<file path="src/rtl/fir_mac_engine.sv">
// fir_mac_engine: sequential 11-tap FIR built on two bram11 ports.
// One BRAM holds the coefficients (read-only here). The other BRAM is an
// 11-entry sample ring: it is zeroed at start, and each new sample overwrites
// the oldest entry.
// Each sample accepted on ss_* is written into the ring, then 11 pipelined
// tap/sample reads are multiply-accumulated, and the result is offered on sm_*.
// Ports:
//   CLK, RST                 clock, synchronous active-high reset
//   start, data_length       run control; data_length is latched at start
//   busy, done               run status; done is a one-cycle pulse
//   ss_tvalid/tdata/tready   input sample stream
//   sm_tvalid/tdata/tready   output sample stream
//   tap_*                    coefficient BRAM port (read only)
//   data_*                   sample ring BRAM port
// Optional build macro FIR_SAT_EN: when it is defined, the product and every
// accumulate saturate to the signed range. When it is undefined, the
// arithmetic wraps modulo 2^DATA_WIDTH.
module fir_mac_engine #(
  parameter int unsigned NUM_TAP    = 11,
  parameter int unsigned DATA_WIDTH = 32,
  parameter int unsigned ADDR_WIDTH = 12
) (
  input  logic                  CLK,
  input  logic                  RST,
  input  logic                  start,
  input  logic [31:0]           data_length,
  output logic                  busy,
  output logic                  done,
  input  logic                  ss_tvalid,
  input  logic [DATA_WIDTH-1:0] ss_tdata,
  output logic                  ss_tready,
  output logic                  sm_tvalid,
  output logic [DATA_WIDTH-1:0] sm_tdata,
  input  logic                  sm_tready,
  output logic                  tap_EN,
  output logic [3:0]            tap_WE,
  output logic [ADDR_WIDTH-1:0] tap_A,
  output logic [DATA_WIDTH-1:0] tap_Di,
  input  logic [DATA_WIDTH-1:0] tap_Do,
  output logic                  data_EN,
  output logic [3:0]            data_WE,
  output logic [ADDR_WIDTH-1:0] data_A,
  output logic [DATA_WIDTH-1:0] data_Di,
  input  logic [DATA_WIDTH-1:0] data_Do
);

  // k must reach NUM_TAP: there is one extra drain cycle for the read latency.
  localparam int unsigned K_W = $clog2(NUM_TAP + 1);

  typedef enum logic [2:0] {
    S_IDLE,
    S_CLEAR,
    S_WAIT_IN,
    S_WRITE,
    S_MAC,
    S_OUT,
    S_DONE
  } state_t;

  state_t                  state;
  logic [K_W-1:0]          ptr;
  logic [K_W-1:0]          k;
  logic [31:0]             len;
  logic [31:0]             cnt;
  logic [DATA_WIDTH-1:0]   acc;
  logic [DATA_WIDTH-1:0]   acc_next;

  // The coefficient BRAM is never written from here.
  assign tap_WE = 4'b0000;
  assign tap_Di = '0;

  function automatic logic [ADDR_WIDTH-1:0] addr_of(input logic [K_W-1:0] idx);
    return ADDR_WIDTH'(idx) << 2;
  endfunction

  // Computes (p - d) mod NUM_TAP for p, d < NUM_TAP. Any wrap in the
  // intermediate K_W-bit result cancels out.
  function automatic logic [K_W-1:0] ring_idx(input logic [K_W-1:0] p,
                                              input logic [K_W-1:0] d);
    if (p >= d) return p - d;
    else        return p + K_W'(NUM_TAP) - d;
  endfunction

`ifdef FIR_SAT_EN
  localparam logic [DATA_WIDTH-1:0] SAT_MAX = {1'b0, {(DATA_WIDTH-1){1'b1}}};
  localparam logic [DATA_WIDTH-1:0] SAT_MIN = {1'b1, {(DATA_WIDTH-1){1'b0}}};

  logic signed [2*DATA_WIDTH-1:0] prod_full;
  logic [DATA_WIDTH-1:0]          prod_term;
  logic [DATA_WIDTH:0]            sum_ext;

  // Saturating multiply-accumulate: clamp the product, then clamp the sum.
  always_comb begin
    prod_full = $signed(tap_Do) * $signed(data_Do);
    if ((&prod_full[2*DATA_WIDTH-1:DATA_WIDTH-1]) ||
        (~|prod_full[2*DATA_WIDTH-1:DATA_WIDTH-1]))
      prod_term = prod_full[DATA_WIDTH-1:0];
    else
      prod_term = prod_full[2*DATA_WIDTH-1] ? SAT_MIN : SAT_MAX;
    sum_ext = {acc[DATA_WIDTH-1], acc} + {prod_term[DATA_WIDTH-1], prod_term};
    if (sum_ext[DATA_WIDTH] != sum_ext[DATA_WIDTH-1])
      acc_next = sum_ext[DATA_WIDTH] ? SAT_MIN : SAT_MAX;
    else
      acc_next = sum_ext[DATA_WIDTH-1:0];
  end
`else
  // Wrapping multiply-accumulate. Only the low product bits matter, so the
  // signedness of the operands does not change the result.
  always_comb begin
    acc_next = acc + tap_Do * data_Do;
  end
`endif

  // Control FSM with registered outputs and BRAM port drive.
  always_ff @(posedge CLK) begin
    if (RST) begin
      state     <= S_IDLE;
      busy      <= 1'b0;
      done      <= 1'b0;
      ss_tready <= 1'b0;
      sm_tvalid <= 1'b0;
      sm_tdata  <= '0;
      ptr       <= '0;
      k         <= '0;
      len       <= '0;
      cnt       <= '0;
      acc       <= '0;
      tap_EN    <= 1'b0;
      tap_A     <= '0;
      data_EN   <= 1'b0;
      data_WE   <= 4'b0000;
      data_A    <= '0;
      data_Di   <= '0;
    end else begin
      done <= 1'b0;
      case (state)
        S_IDLE: begin
          if (start) begin
            len  <= data_length;
            cnt  <= '0;
            busy <= 1'b1;
            if (data_length == 32'd0) begin
              done  <= 1'b1;
              state <= S_DONE;
            end else begin
              k       <= '0;
              data_EN <= 1'b1;
              data_WE <= 4'b1111;
              data_A  <= '0;
              data_Di <= '0;
              state   <= S_CLEAR;
            end
          end
        end

        // Zero every ring entry so that samples from an earlier run cannot leak.
        S_CLEAR: begin
          if (k == K_W'(NUM_TAP - 1)) begin
            data_EN   <= 1'b0;
            data_WE   <= 4'b0000;
            data_A    <= '0;
            ptr       <= '0;
            ss_tready <= 1'b1;
            state     <= S_WAIT_IN;
          end else begin
            k      <= k + K_W'(1);
            data_A <= addr_of(k + K_W'(1));
          end
        end

        S_WAIT_IN: begin
          if (ss_tvalid && ss_tready) begin
            ss_tready <= 1'b0;
            data_EN   <= 1'b1;
            data_WE   <= 4'b1111;
            data_A    <= addr_of(ptr);
            data_Di   <= ss_tdata;
            state     <= S_WRITE;
          end
        end

        // The write lands this cycle. Set up the k=0 read: newest sample and tap 0.
        S_WRITE: begin
          acc     <= '0;
          k       <= '0;
          data_WE <= 4'b0000;
          data_Di <= '0;
          data_A  <= addr_of(ptr);
          tap_EN  <= 1'b1;
          tap_A   <= '0;
          state   <= S_MAC;
        end

        // The read issued in cycle k returns in cycle k+1, so the accumulate
        // lags the address by one cycle.
        S_MAC: begin
          if (k != '0) acc <= acc_next;
          if (k == K_W'(NUM_TAP)) begin
            sm_tdata  <= acc_next;
            sm_tvalid <= 1'b1;
            state     <= S_OUT;
          end else begin
            k <= k + K_W'(1);
            if (k == K_W'(NUM_TAP - 1)) begin
              tap_EN  <= 1'b0;
              tap_A   <= '0;
              data_EN <= 1'b0;
              data_A  <= '0;
            end else begin
              tap_A  <= addr_of(k + K_W'(1));
              data_A <= addr_of(ring_idx(ptr, k + K_W'(1)));
            end
          end
        end

        S_OUT: begin
          if (sm_tready) begin
            sm_tvalid <= 1'b0;
            ptr       <= (ptr == K_W'(NUM_TAP - 1)) ? '0 : ptr + K_W'(1);
            cnt       <= cnt + 32'd1;
            if (cnt + 32'd1 == len) begin
              done  <= 1'b1;
              state <= S_DONE;
            end else begin
              ss_tready <= 1'b1;
              state     <= S_WAIT_IN;
            end
          end
        end

        S_DONE: begin
          busy  <= 1'b0;
          state <= S_IDLE;
        end

        default: state <= S_IDLE;
      endcase
    end
  end

endmodule

</file>
<file path="config.mk">
export PLATFORM = sky130hd
export DESIGN_NAME = fir_mac_engine
export DESIGN_NICKNAME = d
export VERILOG_FILES = /design/src/rtl/fir_mac_engine.sv
export SDC_FILE = /design/constraint.sdc
export NUM_CORES = 2
export LEC_CHECK = 0
export BUFFER_PORTS_ARGS = -buffer_cell sky130_fd_sc_hd__buf_2
export CAP_MARGIN = 20
export CORE_MARGIN = 5
export CORE_UTILIZATION = 60
export CTS_BUF_LIST = sky130_fd_sc_hd__clkbuf_4
export DETAILED_ROUTE_END_ITERATION = 10
export PLACE_DENSITY = 0.87
export SLEW_MARGIN = 0
export SYNTH_ARGS = -nofsm -noshare
export SYNTH_HDL_FRONTEND = slang
export SYNTH_SLANG_ARGS = --single-unit
</file>
<file path="constraint.sdc">
create_clock -name CLK -period 18.64 [get_ports CLK]
set_input_delay 0.932 -clock CLK [delete_from_list [all_inputs] [get_ports CLK]]
set_output_delay 0.932 -clock CLK [all_outputs]
set_load 0.03 [all_outputs]
</file>
Word level (Yosys, flattened, before mapping)
Cells that the tools add are included.
- order comparisons: 1
- equal/unequal tests: 21
- reduce and logical (&&, ||, !) cells: 31
- multiplexer cells: 64
- add/sub/neg operators: 7
- $mul: 1
- operators by type and width (cell ; number):
    $mux 32 ; 6
    $pmux 32 s2 ; 2
    $pmux 32 s3 ; 1
    $mux 12 ; 5
    $pmux 12 s5 ; 1
    $mux 4 ; 11
    $add 32x1->32 const B ; 1
    $add 32x32->32 ; 1
    $eq 32x32->1 ; 1
    $logic_not 32->1 ; 1
    $mul 32x32->32 ; 1
    $pmux 4 s4 ; 2
    $reduce_and 5->1 ; 6
    $pmux 12 s2 ; 1
    $ne 2x2->1 const B ; 11
    $mux 3 ; 7
    $mux 1 ; 18
    $pmux 3 s6 ; 1
    $reduce_bool 4->1 ; 4
    $eq 4x4->1 const B ; 3
    $mux 6 ; 2
    $reduce_and 3->1 ; 4
    $reduce_and 2->1 ; 5
    $reduce_bool 2->1 ; 5
    other kinds (16) ; 25
- input bits: 133
- register bits after elaboration: 205
- word-level logic and storage cells: 142
- output and inout bits: 134

Depth between registers and ports, before layout
- word-level depth: 6
- depth in mapped cells: 29
- depth with buffers taken out: 27

Worst setup path after synthesis
Ideal clock, no wire load.
- kind: in2reg
- start point: in data_Do[2]
- end point: reg acc[28]
- required time: 18.578 ns
- path buffers: 2
- path slack: 11.120 ns
- cell stages on the path: 25
- data arrival time: 7.457 ns
- cells stage by stage: clkbuf_1 > clkbuf_1 > nand2_1 > fa_1 > fa_1 > inv_1 > fa_1 > inv_1 > fa_1 > inv_1 > fa_1 > inv_1 > fa_1 > fa_1 > fa_1 > inv_1 > ha_1 > a21o_1 > a21o_1 > a21oi_1 > o21ai_0 > a21o_1 > a21o_1 > or4_1 > nand3_1
- word-level cells in the longest chain between the ends: 4
- ends and longest elaborated chain (item ; RTL line ; RTL):
    start, declared ; 44 ; input logic [DATA_WIDTH-1:0] data_Do
    $mul 32x32->32 ; 110 ; acc_next = acc + tap_Do * data_Do;
    $add 32x32->32 ; 110 ;
    $mux 32 ; 197 ; if (k != '0) acc <= acc_next;
    $pmux 32 s2 ; 136 ; case (state)
    end signal, assigned ; 197 ;
    end, declared ; 65 ; logic [DATA_WIDTH-1:0] acc;
No other way between the ends. The select of a mux whose other input is x is not followed.
A chain may end at the register's enable or synchronous reset.

Worst setup path after layout
- start point: in data_Do[0]
- end point: reg acc[25]
Same word-level chain as after synthesis.

==> flow_summary_export.csv <==
group,metric,value,unit
logic_synthesis,syn_avg_cell_area,8.49,µm²
worst_setup_path,crit_type,"input port to register",
logic_synthesis,postSynth.asyncResetShare,0,%
worst_hold_path,worstHoldStart,"data_Di[1]",
logic_synthesis,synth_area,26200,µm²
cts,cts_resized,0,
finish,final_cell_mix,"508 x inv_1, 441 x fa_1, 424 x nand2_1, 330 x and2_1, 213 x buf_2",
global_route,met1_usage,40.5,%
place,placed_cells_incl_taps,3724,
floorplan,die_area,47900,µm²
logic_synthesis,ys_warn_count,0,
place,port_buffers,214,
drt,vias,21200,
logic_synthesis,ys_types,83,
sta,max_freq,133,MHz
drt,drcViolationCount,0,
sta,drv_slew,0,
floorplan,ioPinCount,267,
worst_hold_path,hold_class,"register to register",
sta,clock_skew,0.0237,ns
global_route,grt.met3_usage,9.81,%
floorplan,dieHeight,219,µm
logic_synthesis,yosysSeqAreaShare,14.2,%
worst_setup_path,rrSetupSlack,11.71,ns
job,maxCapViolations,0,
drt,wl,69400,µm
drt,routedWlPerCell,18.5,µm
global_route,grt_max_degree,116,
cts,cts_tree,"yes",
global_route,antenna_found_initial,2,
finish,fillers,3517,
worst_setup_path,reg2reg_from,"acc[13]",
finish,drive_gt1_share,9.36,%
sta,setup_tns,0,ns
cts,cts_root_buffer,"clkbuf_4",
place,place_congestion,0.940,
sta,rsz0062_at_grt,"false",
sta,relSlewSlack,30.1,%
worst_setup_path,critPathLaunchType,"input port",
sta,final.min_clock_period,7.52,ns
place,place_hpwl,54000,µm
floorplan,core,43200,µm²
global_route,first_global_vias,21900,
cts,cts.sinks,186,
finish,layout.nets,3871,
global_route,grt.busiest_layer,"met2",
logic_synthesis,ys.flop_type,"dfxtp_1",
global_route,grt_pass1_wl,114000,µm
floorplan,die_x,219,µm
cts,clock_latency,0.62,ns
finish,area_delta_synth_final,5.12,%
drt,final_antenna_net_count,0,
logic_synthesis,synthCells,3083,
drt,drtIter0Drc,1862,
global_route,grt_use_total,29.6,%
worst_setup_path,slowest_delay,0.53,ns
worst_setup_path,cpMaxStageDelayCell,"buf_2",
sta,tightest_slew,1.05,ns
finish,layout_commonest_cell,"inv_1",
sta,finalHoldViolCount,0,
sta,layout_worst_path_cycle_share,40.3,%
cts,cts_setup_buffers,0,
cts,cts_hold_buf,0,
worst_hold_path,min_to,"data_Di[1]",
finish,finalNonFillerCells,3760,
drt,vias_per_cell,5.64,
cts,cts_buffers,17,
worst_setup_path,timing.rr.end,"acc[28]",
drt,firstDrtPassIters,6,
floorplan,rows,76,
sta,setup_viol,0,
global_route,overflow,0,
cts,clockBufferDepth,2,
cts,clk_pin_slew,0.16,ns
outcome,status,"finished, final reports clean",
worst_setup_path,end_kind,"register",
worst_setup_path,ff2ff_path_depth,24,
cts,htreeDepth,4,
global_route,grtUsageMet2,45.7,%
worst_setup_path,cp.arrival,8.02,ns
worst_setup_path,cp_common_cell,"fa_1",
worst_setup_path,cp_max_fo,32,
worst_hold_path,hold_depth,2,
logic_synthesis,synth_edf_count,0,
worst_setup_path,worstSetupStartpoint,"data_Do[0]",
worst_setup_path,critPathRequiredTime,19.14,ns
floorplan,initial_core_util,60.7,%
logic_synthesis,synth-seq-cells,186,
[routing by layer]
layer  vias up  share of wire, %  wire length (µm)
met5         -                 0                 0
met2      1264                45             31100
met3       160                13              9320
met1     10200                39             27200
met4         0               2.6              1810
li1       9562                 -                 -
[critical path: cells and delay by family]
kind | cells | cell delay [ns]
buffers and inverters | 8 | 0.96
adders and majority gates | 9 | 4.35
and+or+nand+nor | 1 | 0.25
AOI/OAI and AO/OA | 6 | 1.16
xor gates and xnor gates | 1 | 0.34
[cells in the mapped netlist, types with 3 or more instances]
library cell  count  area [µm²]
clkbuf_1        149         559
nand3b_1         12        90.1
a22oi_1           5        37.5
inv_1           508        1910
nand2_1         424        1590
buf_2             6        30.0
nor4_2            3        37.5
nor3_1           30         150
mux2i_1           5        50.1
a311oi_1          6        52.6
ha_1            138        1730
nor3b_1           3        22.5
or4_1            11        82.6
a21oi_1         175         876
a31o_2            3        26.3
nor4_1           11        68.8
buf_1             6        22.5
and2_1          330        2060
xor2_1           45         394
dfxtp_1         186        3720
and3_1           10        62.6
nor3_2            4        40.0
xnor2_1          88         771
buf_4            58         435
nand4b_1         14         123
a222oi_1          4        40.0
a21o_1           18         135
a31oi_1          16         100
o21ai_0          56         280
or3_1            12        75.1
a211oi_1         11        82.6
nand4_1          14        87.6
nor2b_1           4        25.0
nand2b_1          6        37.5
fa_1            441        8830
o21a_1            5        37.5
o211ai_1          3        22.5
and4_1            3        26.3
nand3_1          84         420
a2111oi_2         4        60.1
nor2_1          119         447
[flip-flops by register name, summed over array words and instances (netlist names)]
register / count
data_WE: 1
tap_EN: 1
sm_tvalid: 1
tap_A: 4
done: 1
ptr: 4
acc: 32
data_EN: 1
sm_tdata: 32
data_A: 4
ss_tready: 1
data_Di: 32
cnt: 32
k: 4
len: 32
state: 3
busy: 1
[through the flow]
| step | cell area (µm²) | worst slack [ns] | hold slack [ns] | util (%) |
|---|---|---|---|---|
| after floorplan | 26400 | 11.12 | 0.448 | - |
| after global placement | 27200 | 10.76 | 0.435 | 63.1 |
| after detailed placement | 27200 | 10.55 | 0.441 | 63.1 |
| after CTS | 27500 | 11.20 | 0.460 | 63.7 |
| after global routing | 27500 | 10.74 | 0.471 | 63.7 |
| final | 27500 | 11.12 | 0.458 | 63.8 |
[worst max path at each step]
| stage | to | slack (ns) | cells past startpoint |
|---|---|---|---|
| 6_report | acc[25] | 11.12 | 25 |
| 5_1_grt | acc[30] | 10.74 | 24 |
| 4_1_cts | acc[28] | 11.20 | 24 |
| 3_5_place_dp | acc[28] | 10.55 | 24 |
| 3_3_place_gp | acc[28] | 10.76 | 24 |
| 2_1_floorplan | acc[28] | 11.12 | 25 |
[layout make-up]
type,instances,area [µm²],area share [%]
Antenna cell,3,7.51,0.0273
Clock buffer,17,128,0.464
Clock inverter,15,135,0.491
Inverter,510,1910,6.95
Multi-Input combinational cell,2218,19700,71.6
Sequential cell,186,3720,13.5
Tap cell,585,732,2.66
Timing Repair Buffer,226,1190,4.31
[cells by family (layout without fill, tap and decap cells)]
kind of cell / count (synthesis) / in the layout / share of synthesized area, %
AOI/OAI and AO/OA: 332 / 332 / 7.57
muxes: 7 / 7 / 0.277
buffers and inverters: 730 / 768 / 11.4
other: 1 / 55 / 0.0143
xor gates and xnor gates: 135 / 135 / 4.60
DFF: 186 / 186 / 14.2
and+or+nand+nor: 1113 / 1113 / 21.7
adders and majority gates: 579 / 579 / 40.3
Power is not shown: default switching activity piles up to over one toggle a cycle in this logic, so the estimate is an artifact.
